[src/rtl/cpu_gen2_pkg.sv]
// cpu_gen2_pkg
// Shared definitions for the cpu_gen2 processor.
// Contents:
//   - 3-bit opcode constants.
//   - FSM state encoding (state_t).
//   - Helper that classifies the opcodes that take the 3-step ALU path.
package cpu_gen2_pkg;

    localparam logic [2:0] OP_MV   = 3'b000;
    localparam logic [2:0] OP_MVI  = 3'b001;
    localparam logic [2:0] OP_ADD  = 3'b010;
    localparam logic [2:0] OP_SUB  = 3'b011;
    localparam logic [2:0] OP_AND  = 3'b100;
    localparam logic [2:0] OP_OR   = 3'b101;
    localparam logic [2:0] OP_MVNZ = 3'b110;
    localparam logic [2:0] OP_NOP  = 3'b111;

    // T0 = fetch, T1..T3 = execute steps.
    typedef enum logic [1:0] {
        S_T0 = 2'd0,
        S_T1 = 2'd1,
        S_T2 = 2'd2,
        S_T3 = 2'd3
    } state_t;

    // add/sub/and/or go through the A/G registers over T1..T3.
    function automatic logic is_alu(input logic [2:0] op);
        return (op == OP_ADD) || (op == OP_SUB) || (op == OP_AND) || (op == OP_OR);
    endfunction

endpackage

[src/rtl/cpu_gen2_regfile.sv]
// cpu_gen2_regfile
// General-purpose register file: one synchronous write port, all registers
// readable combinationally. All registers clear on asynchronous reset.
// Ports:
//   i_clk    - rising-edge clock
//   i_rst    - asynchronous active-high reset
//   i_we     - write enable
//   i_waddr  - write register index
//   i_wdata  - write data
//   o_regs   - current value of every register
module cpu_gen2_regfile #(
    parameter int DW   = 16,
    parameter int NREG = 8
) (
    input  logic                    i_clk,
    input  logic                    i_rst,
    input  logic                    i_we,
    input  logic [$clog2(NREG)-1:0] i_waddr,
    input  logic [DW-1:0]           i_wdata,
    output logic [DW-1:0]           o_regs [NREG]
);

    logic [DW-1:0] r_regs [NREG];

    always_ff @(posedge i_clk or posedge i_rst) begin
        if (i_rst) begin
            for (int i = 0; i < NREG; i++) begin
                r_regs[i] <= '0;
            end
        end else if (i_we) begin
            r_regs[i_waddr] <= i_wdata;
        end
    end

    assign o_regs = r_regs;

endmodule

[src/rtl/cpu_gen2.sv]
// cpu_gen2
// Multi-cycle bus-based processor. Instructions are fetched from DIN in T0
// when Run is high; move-type instructions complete in T1, ALU instructions
// run T1 (A <= Rx), T2 (G <= A op Ry, Z update), T3 (Rx <= G).
// Instruction word: DIN[IW-1:0] = {op[2:0], X[RW-1:0], Y[RW-1:0]}.
// Ports:
//   Clock       - rising-edge clock
//   Reset       - asynchronous active-high reset
//   DIN         - instruction word (T0) or immediate (T1 of mvi)
//   Run         - start request, sampled only in T0
//   Bus         - internal bus value (0 when nothing drives it)
//   Done        - high during the last step of each instruction
//   Zero        - Z flag, set when the last G result was 0
//   o_dbg_state - current FSM state, for observation
//
// Legal parameters: DW 8..32, NREG a power of 2 in 2..16, DW >= 3+2*log2(NREG).
module cpu_gen2
    import cpu_gen2_pkg::*;
#(
    parameter int DW   = 16,
    parameter int NREG = 8
) (
    input  logic          Clock,
    input  logic          Reset,
    input  logic [DW-1:0] DIN,
    input  logic          Run,
    output logic [DW-1:0] Bus,
    output logic          Done,
    output logic          Zero,
    output state_t        o_dbg_state
);

    localparam int RW = $clog2(NREG);
    localparam int IW = 3 + 2 * RW;

    state_t          r_state;
    state_t          w_next_state;
    logic [IW-1:0]   r_ir;
    logic [DW-1:0]   r_a;
    logic [DW-1:0]   r_g;
    logic            r_z;

    logic [2:0]      w_op;
    logic [RW-1:0]   w_x;
    logic [RW-1:0]   w_y;
    logic [DW-1:0]   w_regs [NREG];
    logic [DW-1:0]   w_bus;
    logic [DW-1:0]   w_alu;
    logic            w_done;
    logic            w_we;
    logic            w_a_en;
    logic            w_g_en;
    logic            w_unused_din;

    assign w_op = r_ir[IW-1 -: 3];
    assign w_x  = r_ir[2*RW-1 -: RW];
    assign w_y  = r_ir[RW-1:0];

    // Bits of DIN above the instruction field only matter as immediate data.
    assign w_unused_din = ^DIN;

    cpu_gen2_regfile #(
        .DW   (DW),
        .NREG (NREG)
    ) u_regfile (
        .i_clk   (Clock),
        .i_rst   (Reset),
        .i_we    (w_we),
        .i_waddr (w_x),
        .i_wdata (w_bus),
        .o_regs  (w_regs)
    );

    // Next state, bus source select and control strobes. Everything here is
    // decoded from state and IR only, so Done is a clean one-cycle pulse.
    always_comb begin
        w_next_state = r_state;
        w_bus        = '0;
        w_done       = 1'b0;
        w_we         = 1'b0;
        w_a_en       = 1'b0;
        w_g_en       = 1'b0;
        case (r_state)
            S_T0: begin
                if (Run) begin
                    w_next_state = S_T1;
                end
            end
            S_T1: begin
                if (is_alu(w_op)) begin
                    w_bus        = w_regs[w_x];
                    w_a_en       = 1'b1;
                    w_next_state = S_T2;
                end else begin
                    w_done       = 1'b1;
                    w_next_state = S_T0;
                    case (w_op)
                        OP_MV: begin
                            w_bus = w_regs[w_y];
                            w_we  = 1'b1;
                        end
                        OP_MVI: begin
                            w_bus = DIN;
                            w_we  = 1'b1;
                        end
                        OP_MVNZ: begin
                            w_bus = w_regs[w_y];
                            w_we  = ~r_z;
                        end
                        default: begin
                            // nop: bus stays 0, nothing written
                        end
                    endcase
                end
            end
            S_T2: begin
                w_bus        = w_regs[w_y];
                w_g_en       = 1'b1;
                w_next_state = S_T3;
            end
            S_T3: begin
                w_bus        = r_g;
                w_we         = 1'b1;
                w_done       = 1'b1;
                w_next_state = S_T0;
            end
            default: begin
                w_next_state = S_T0;
            end
        endcase
    end

    // ALU: add/sub wrap modulo 2^DW, carry/borrow dropped.
    always_comb begin
        w_alu = '0;
        case (w_op)
            OP_ADD:  w_alu = r_a + w_bus;
            OP_SUB:  w_alu = r_a - w_bus;
            OP_AND:  w_alu = r_a & w_bus;
            OP_OR:   w_alu = r_a | w_bus;
            default: w_alu = '0;
        endcase
    end

    always_ff @(posedge Clock or posedge Reset) begin
        if (Reset) begin
            r_state <= S_T0;
            r_ir    <= '0;
            r_a     <= '0;
            r_g     <= '0;
            r_z     <= 1'b1;
        end else begin
            r_state <= w_next_state;
            if ((r_state == S_T0) && Run) begin
                r_ir <= DIN[IW-1:0];
            end
            if (w_a_en) begin
                r_a <= w_bus;
            end
            if (w_g_en) begin
                r_g <= w_alu;
                r_z <= (w_alu == '0);
            end
        end
    end

    assign Bus         = w_bus;
    assign Done        = w_done;
    assign Zero        = r_z;
    assign o_dbg_state = r_state;

endmodule

[config.mk]
export PLATFORM = sky130hd
export DESIGN_NAME = cpu_gen2
export DESIGN_NICKNAME = d
export VERILOG_FILES = /design/src/rtl/cpu_gen2_pkg.sv /design/src/rtl/cpu_gen2_regfile.sv /design/src/rtl/cpu_gen2.sv
export SDC_FILE = /design/constraint.sdc
export NUM_CORES = 1
export LEC_CHECK = 0
export ABC_AREA = 1
export CAP_MARGIN = 10
export CORE_MARGIN = 10
export CORE_UTILIZATION = 28
export DETAILED_ROUTE_END_ITERATION = 12
export GPL_TIMING_DRIVEN = 0
export MAX_ROUTING_LAYER = met4
export PLACE_DENSITY_LB_ADDON = 0.2
export RECOVER_POWER = 50
export SETUP_SLACK_MARGIN = 0.1
export SLEW_MARGIN = 20
export SYNTH_ARGS = -nofsm -noshare
export SYNTH_HDL_FRONTEND = slang
export SYNTH_HIERARCHICAL = 1
export SYNTH_SLANG_ARGS = --single-unit
[constraint.sdc]
create_clock -name Clock -period 5.5 [get_ports Clock]
set_clock_uncertainty 0.15 [all_clocks]
set_input_delay 1.65 -clock Clock [delete_from_list [all_inputs] [get_ports Clock]]
set_output_delay 1.65 -clock Clock [all_outputs]
set_load 0.05 [all_outputs]
==> results.cfg, run 1 <==
[run_status]
status = complete, but fails checks
violations = max-capacitance violations, max-slew violations

[die]
dieArea_mm2 = 0.0498
die_x_um = 223
start_util_pct = 28.3
std_cell_rows = 74
ioPinCount = 39
dieHeight_um = 223
core_mm2 = 0.0408

[clock_tree]
h-tree-depth = 4
cts_hold_buf = 0
cts_buffer_depth = 2
clk_latency_ns = 0.45
clock-sinks = 172
cts_tree = yes
cts-buffers-inserted = 17
ctsRootBufferMaster = clkbuf_16
clkTransAtPathRegs_ns = 0.07

[layout]
ff_latch_area_mm2 = 0.00431
layout-drive-gt1-share_pct = 8.78
area_growth_pct = 15.1
antenna_cells = 0
final_core_util_pct = 32.6
nNetsFinal = 1893
multi_input_comb_area_mm2 = 0.00613
fin_area_mm2 = 0.0133
fillers = 4489

[sta]
finalHoldViolCount = 0
setup_tns_ns = 0
finalCritPeriodShare_pct = 96.2
setup_violations = 0
slew_viol_final = 62
grt_setup_unrepaired = true
slew_headroom_pct = -11.2
worst_slew_pin_slew_ns = 1.66
fmax_mhz = 189
worst_hold_slack_ns = 0.324
final.min_clock_period_ns = 5.29

[synth]
yosysTopAreaCellShare_pct = 37.0
synth_edf_count = 0
yosys-top-cells-count = nand2_1 (787), nand3_1 (212), dfrtp_1 (171), inv_1 (134), nor2_1 (116)
synthDistinctLibCells = 46
mappedNetlistArea_mm2 = 0.0116
synth-main-ff-cell = dfrtp_1
synthArstFlopShare_pct = 100
yosys-top-cells-area = dfrtp_1 (37%), nand2_1 (26%), nand3_1 (9.2%)
post_synth_inst_count = 1793
synth_most_common_cell = nand2_1
syn_nets = 1831
seq_area_frac_synth_pct = 37.2
ys_warn_count = 6
synth_seq_cells = 172
syn_area_per_cell_um2 = 6.45
yosysTopAreaCell = dfrtp_1

[setup_path]
cp-end-kind = primary output
cp_slowest_cell = clkdlybuf4s50_1
worst_setup_path_start_kind = input port
worstSetupPathType = input port to primary output
crit_top_cell = nand2_1
required_ns = 3.70
critPathArrivalTime_ns = 3.49
r2r-start = r_ir[5]
crit_path_cell_trace = clkdlybuf4s50_1, nand2_1, nand2_1, nand2_1, nand2_2, clkdlybuf4s50_1
cp_max_fo = 6
startpoint = DIN[3]
crit_path_max_incr_delay_ns = 0.85

[route]
wl_um = 44900
num_vias = 11700
viasPerCell = 4.89
drtIter0Drc = 967
final_antenna_net_count = 0
wl_per_cell_um = 18.7
drt_pass1_iterations = 6
route.detailed.drc = 0

[global_route]
grt_max_degree = 97
grt_pass1_wl_um = 70100
antenna_found_initial = 0
overflow = 0
grt_pass1_vias = 11500
grt_use_total_pct = 18.4

[place]
place_congestion = 0.885
placed_area_mm2 = 0.0127
dpl.hpwl_um = 34400
port_buffers = 38

[min_path]
min_from = u_regfile/o_regs[114]
hold_path.class = flip-flop to flip-flop

[flow_run]
drv_cap = 2
[worst max-delay path, delay by kind of cell]
| family | cells | cell delay (ns) |
|---|---|---|
| buf+inv | 2 | 1.44 |
| simple gates | 4 | 0.41 |
[sequential cells by signal, indices dropped and copies added (netlist names), named ones only]
register          flops
u_regfile/o_regs    128
r_a                  16
r_ir                  9
o_dbg_state           1
Zero                  1
r_g                  16
[area by class of cell]
| class | count | area share [%] |
|---|---|---|
| Buffer | 103 | 4.47 |
| Tap cell | 532 | 5.00 |
| Clock buffer | 19 | 3.40 |
| Multi-Input combinational cell | 1370 | 46.0 |
| Sequential cell | 172 | 32.3 |
| Clock inverter | 13 | 1.34 |
| Timing Repair Buffer | 43 | 3.21 |
| Inverter | 148 | 4.21 |
[worst paths after layout]
kind	end	slack, ns	depth (start not counted)
max in group asynchronous	u_regfile/o_regs[75]	1.12	3
max	Bus[3]	0.21	6
min in group asynchronous	o_dbg_state[0]	1.65	2
max reg2reg	Zero	0.42	26
min reg2reg	u_regfile/o_regs[114]	0.32	2
min	u_regfile/o_regs[114]	0.32	2
[through the flow]
| stage | cells | setup WS (ns) |
|---|---|---|
| floorplan | 1793 | 0.287 |
| global placement | 2363 | -2.01 |
| detailed placement | 2365 | -0.393 |
| CTS | 2397 | 0.133 |
| global route | 2400 | 0.0819 |
| finish | 2400 | 0.208 |
[per-layer routing]
| layer | global-route usage (%) | up-vias | routed length, µm |
|---|---|---|---|
| met5 | - | - | 0 |
| met4 | 5.49 | 0 | 992 |
| met3 | 2.25 | 58 | 2280 |
| met2 | 29.4 | 337 | 20800 |
| met1 | 24.1 | 5562 | 20900 |
| li1 | - | 5778 | - |
[cells by family (layout without fill, tap and decap cells)]
kind of cell | Yosys count | in the layout | share of synthesized area, %
and+or+nand+nor | 1147 | 1147 | 40.4
buffers and inverters | 251 | 326 | 9.97
AOI/OAI and AO/OA | 186 | 186 | 8.92
DFF | 172 | 172 | 37.2
adders and majority gates | 19 | 19 | 2.12
xor gates and xnor gates | 15 | 15 | 1.14
muxes | 3 | 3 | 0.260
[placed cells by master, fill, tap and decap left out, types with 4 or more instances in the layout]
cell type        instances
o21ai_1                  9
clkbuf_16               17
dfrtp_1                171
nor2_2                   9
buf_6                   14
buf_2                   46
xnor2_1                  4
inv_2                   10
inv_6                    5
buf_4                   10
a31oi_1                  8
clkbuf_1                19
clkdlybuf4s50_1         29
nor3_1                   5
clkbuf_2                16
nor2_1                 114
o211ai_1                15
nand2_2                 10
nand4_1                  4
dlymetal6s2s_1           6
a21oi_1                 51
inv_1                  134
nand2_1                786
xor2_1                  11
ha_1                    18
nand3_1                212
o21ai_0                 88
[timing repair]
item | in CTS | in global routing
pin swaps | 0 | 6
gates resized for setup | 3 | 19
endpoints found under the setup margin | 6 | 12
setup buffers | 0 | 3
Power of run 1 is not shown: default switching activity piles up to over one toggle a cycle in this logic, so the estimate is an artifact.
==> run 2, diff against run 1 <==
==> constraint.sdc (replaced) <==
create_clock -name Clock -period 5.2 [get_ports Clock]
set_clock_uncertainty 0.15 [all_clocks]
set_input_delay 1.56 -clock Clock [delete_from_list [all_inputs] [get_ports Clock]]
set_output_delay 1.56 -clock Clock [all_outputs]
set_load 0.05 [all_outputs]
==> results.cfg, run 2 (same netlist as run 1, synthesis figures left out) <==
[run_status]
status = complete, but fails checks
violations = max-capacitance violations, max-slew violations

[layout]
fin_area_mm2 = 0.0134
largest_register_ffs = 128
final_common_cell = nand2_1
antenna_cells = 0
nNetsFinal = 1898
layout-drive-gt1-share_pct = 9.72
final_cell_mix = nand2_1 (780), nand3_1 (212), dfrtp_1 (170)
area_growth_pct = 15.8

[global_route]
antenna_found_initial = 0
overflow = 0
grt_max_degree = 33
grt_pass1_vias = 11900
grt_pass1_wl_um = 74400
grt_use_total_pct = 20.0

[place]
port_buffers = 38
placed_area_mm2 = 0.0127
dpl.hpwl_um = 35800
place_congestion = 0.907

[clock_tree]
cts-buffers-inserted = 17
h-tree-depth = 4
clk_latency_ns = 0.46
clkTransAtPathRegs_ns = 0.06
clock-sinks = 172
cts_tree = yes
cts_buffer_depth = 2
ctsRootBufferMaster = clkbuf_16

[sta]
finalHoldViolCount = 0
final.min_clock_period_ns = 5.03
finalCritPeriodShare_pct = 96.7
grt_setup_unrepaired = true
slew_viol_final = 27
setup_violations = 0
worst_slew_pin_slew_ns = 1.80
slew_headroom_pct = -19.8
fmax_mhz = 199

[setup_path]
path_delay_family = buffers and inverters
worst_setup_path_start_kind = input port
critPathArrivalTime_ns = 3.32
cp_max_fo = 5
cp-end-kind = primary output
crit_path_max_incr_delay_ns = 0.83
path_buf_inv = 2
cp_slowest_cell = clkdlybuf4s50_1
required_ns = 3.49
worstSetupPathType = input port to primary output
crit_top_cell = nand2_1
crit_path_cell_trace = clkdlybuf4s50_1, nand2_1, nand2_1, nand2_1, nand2_2, clkdlybuf4s50_1

[route]
wl_um = 48500
viasPerCell = 5.04
final_antenna_net_count = 0
route.detailed.drc = 0
drt_pass1_iterations = 5
num_vias = 12100
wl_per_cell_um = 20.2
drtIter0Drc = 1142

[die]
die_x_um = 223
core_mm2 = 0.0408
start_util_pct = 28.3
std_cell_rows = 74
ioPinCount = 39
dieHeight_um = 223
dieArea_mm2 = 0.0498

[flow_run]
drv_cap = 1

[min_path]
hold_path.class = flip-flop to flip-flop
run 2: metal layers:
layer | global-route usage, % | wire, µm | share of wire (%)
met3 | 2.90 | 2970 | 6.1
met4 | 6.93 | 1310 | 2.7
met2 | 31.6 | 22600 | 47
met5 | - | 0 | 0
met1 | 25.8 | 21600 | 45
run 2: stage by stage:
stage	setup TNS (ns)	setup WS, ns	cells	utilization [%]	hold WS [ns]
CTS	0	0.00484	2399	32.7	0.327
global route	-0.0330	-0.0330	2404	32.8	0.336
finish	0	0.170	2404	32.8	0.325
floorplan	0	0.456	1793	-	0.292
global placement	-2.72	-0.681	2363	30.9	0.306
detailed placement	-2.85	-0.685	2368	31.2	0.309
run 2: path summary, 6_finish.rpt:
check / to / start / slack, ns / cells past startpoint
max in group asynchronous: u_regfile/o_regs[26] / Reset / 0.45 / 5
setup / recovery: Bus[1] / DIN[1] / 0.17 / 6
hold reg to reg: u_regfile/o_regs[2] / u_regfile/o_regs[2] / 0.32 / 2
setup reg to reg: Zero / r_ir[5] / 0.36 / 26
min in group asynchronous: r_a[4] / Reset / 1.70 / 2
hold / removal: u_regfile/o_regs[2] / u_regfile/o_regs[2] / 0.32 / 2
run 2: tightest hold or removal path: stages (launching register included):
cell,delay [ns]
dfrtp_1,0.35
nand2_1,0.05
nand2_1,0.05
run 2: layout make-up:
cell class / count / area (µm²)
Fill cell: 4433 / 27400
Clock inverter: 9 / 160
Sequential cell: 172 / 4310
Buffer: 103 / 601
Inverter: 148 / 561
Tap cell: 532 / 666
Multi-Input combinational cell: 1370 / 6170
Timing Repair Buffer: 48 / 460
Clock buffer: 22 / 464
run 2: what timing repair did:
item	in CTS	in global routing
setup endpoints to repair	18	10
pin swaps	0	6
hold buffers	0	0
setup buffers	0	5
resized for setup	21	28
Power of run 2 is left out for the same reason.
==> run 3, diff against run 2 <==
--- a/config.mk
+++ b/config.mk
@@ -13,7 +13,6 @@
 export GPL_TIMING_DRIVEN = 0
 export MAX_ROUTING_LAYER = met4
 export PLACE_DENSITY_LB_ADDON = 0.2
-export RECOVER_POWER = 50
 export SETUP_SLACK_MARGIN = 0.1
 export SLEW_MARGIN = 20
 export SYNTH_ARGS = -nofsm -noshare
==> results.cfg, run 3 (same netlist as run 1, synthesis figures left out) <==
[flow_run]
drv_cap = 0

[sta]
slew_viol_final = 0
slew_headroom_pct = 50.3
worst_slew_pin_slew_ns = 0.746
grt_setup_unrepaired = true
final.min_clock_period_ns = 5.03
finalCritPeriodShare_pct = 96.8
setup_violations = 0
fmax_mhz = 199
layout_setup_ws_ns = 0.166
finalHoldViolCount = 0
setup_tns_ns = 0

[die]
std_cell_rows = 74
die_x_um = 223
start_util_pct = 28.3
dieHeight_um = 223
dieArea_mm2 = 0.0498
ioPinCount = 39
core_mm2 = 0.0408

[global_route]
grt_use_total_pct = 20.0
grt_pass1_wl_um = 74400
antenna_found_initial = 0
grt_max_degree = 33
met3_usage_pct = 2.90
grt_pass1_vias = 11900
busiest_layer = met2
met1_usage_pct = 25.8
overflow = 0
grt_use_met2_pct = 31.6

[layout]
final_core_util_pct = 32.9
antenna_cells = 0
largest_register_ffs = 128
fin_area_mm2 = 0.0135
area_growth_pct = 16.3
ff_latch_area_mm2 = 0.00431
final_common_cell = nand2_1
final_cell_mix = nand2_1 (780), nand3_1 (212), dfrtp_1 (170)
nNetsFinal = 1898
multi_input_comb_area_mm2 = 0.00617
fillers = 4422
layout-drive-gt1-share_pct = 9.88

[setup_path]
path_delay_family = buffers and inverters
cp-end-kind = primary output
critPathArrivalTime_ns = 3.32
crit_path_max_incr_delay_ns = 0.83
required_ns = 3.49
path_buf_inv = 2
crit_top_cell = nand2_1
cp_max_fo = 5
cp_slowest_cell = clkdlybuf4s50_1
worst_setup_path_start_kind = input port
crit_path_cell_trace = clkdlybuf4s50_1, nand2_1, nand2_1, nand2_1, nand2_2, clkdlybuf4s50_1
worstSetupPathType = input port to primary output

[clock_tree]
cts-buffers-inserted = 17
clkTransAtPathRegs_ns = 0.06
ctsRootBufferMaster = clkbuf_16
clock-sinks = 172
clk_latency_ns = 0.46
cts_tree = yes
cts_hold_buf = 0
h-tree-depth = 4
cts_buffer_depth = 2

[place]
place_congestion = 0.907
dpl.hpwl_um = 35800
port_buffers = 38
placed_area_mm2 = 0.0127
place_ws_ns = -0.685

[run_status]
status = completed

[route]
final_antenna_net_count = 0
route.detailed.drc = 0
drt_pass1_iterations = 6
wl_per_cell_um = 20.1
drtIter0Drc = 1146
viasPerCell = 5.05
num_vias = 12100
wl_um = 48400

[min_path]
hold_path.class = flip-flop to flip-flop
==> run 3: changes by cell type in the layout (fill, tap and decap cells not counted) <==
cell,change
buf_16,+2
clkbuf_1,-2
clkdlybuf4s50_1,+2
dlygate4sd3_1,-2
buf_12,+1
clkbuf_2,-1
clkinvlp_2,-1
clkinvlp_4,+1
inv_1,-1
inv_2,+1
==> run 3: per-layer routing <==
layer / vias to the layer above / part of all wire (%)
met2: 462 / 47
met4: 0 / 2.8
met3: 86 / 6.6
li1: 5781 / -
met1: 5802 / 44
met5: - / 0
==> run 3: final timing paths <==
| kind | from | end | slack, ns | cells past startpoint |
|---|---|---|---|---|
| max | DIN[1] | Bus[1] | 0.17 | 6 |
| min in group asynchronous | Reset | r_a[4] | 1.46 | 2 |
| min | u_regfile/o_regs[2] | u_regfile/o_regs[2] | 0.32 | 2 |
| max in group asynchronous | Reset | u_regfile/o_regs[26] | 2.44 | 5 |
| min reg2reg | u_regfile/o_regs[2] | u_regfile/o_regs[2] | 0.32 | 2 |
| max reg2reg | r_ir[5] | Zero | 0.36 | 26 |
==> run 3: final cells by class <==
class                           count  area share (%)
Multi-Input combinational cell   1370            45.9
Sequential cell                   172            32.0
Tap cell                          532            4.95
Buffer                            103            4.46
Inverter                          148            4.19
Timing Repair Buffer               48            3.89
Clock buffer                       22            3.45
Clock inverter                      9            1.19
==> run 3: worst register-to-register path, stage by stage, from the launching register on <==
cell       delay (ns)
dfrtp_1          0.48
buf_2            0.24
inv_1            0.23
buf_4            0.30
o211ai_1         0.13
nand3_1          0.13
nand3_1          0.10
nor2_2           0.23
ha_2             0.22
inv_1            0.07
nor3_4           0.24
nor2_1           0.09
xor2_1           0.15
inv_1            0.06
ha_2             0.30
a21oi_2          0.19
nor2_1           0.09
o21ai_1          0.17
o2111ai_2        0.19
or2_2            0.31
nand3_1          0.10
nand3_1          0.11
nor2_1           0.11
nand4_1          0.09
nor2_1           0.11
nand3_1          0.10
nand2_1          0.08
==> run 3: stage by stage <==
| step | hold WS, ns | instances |
|---|---|---|
| global placement | 0.306 | 2363 |
| floorplan | 0.292 | 1793 |
| detailed placement | 0.309 | 2368 |
| finish | 0.325 | 2404 |
| CTS | 0.327 | 2399 |
| global route | 0.336 | 2404 |
==> run 3: what timing repair did <==
item / 4_1_cts / 5_1_grt
endpoints found under the setup margin: 18 / 10
cloned: 0 / 0
pin swaps: 0 / 6
gates resized for setup: 21 / 28
setup buffers: 0 / 5
Power of run 3 is left out for the same reason.
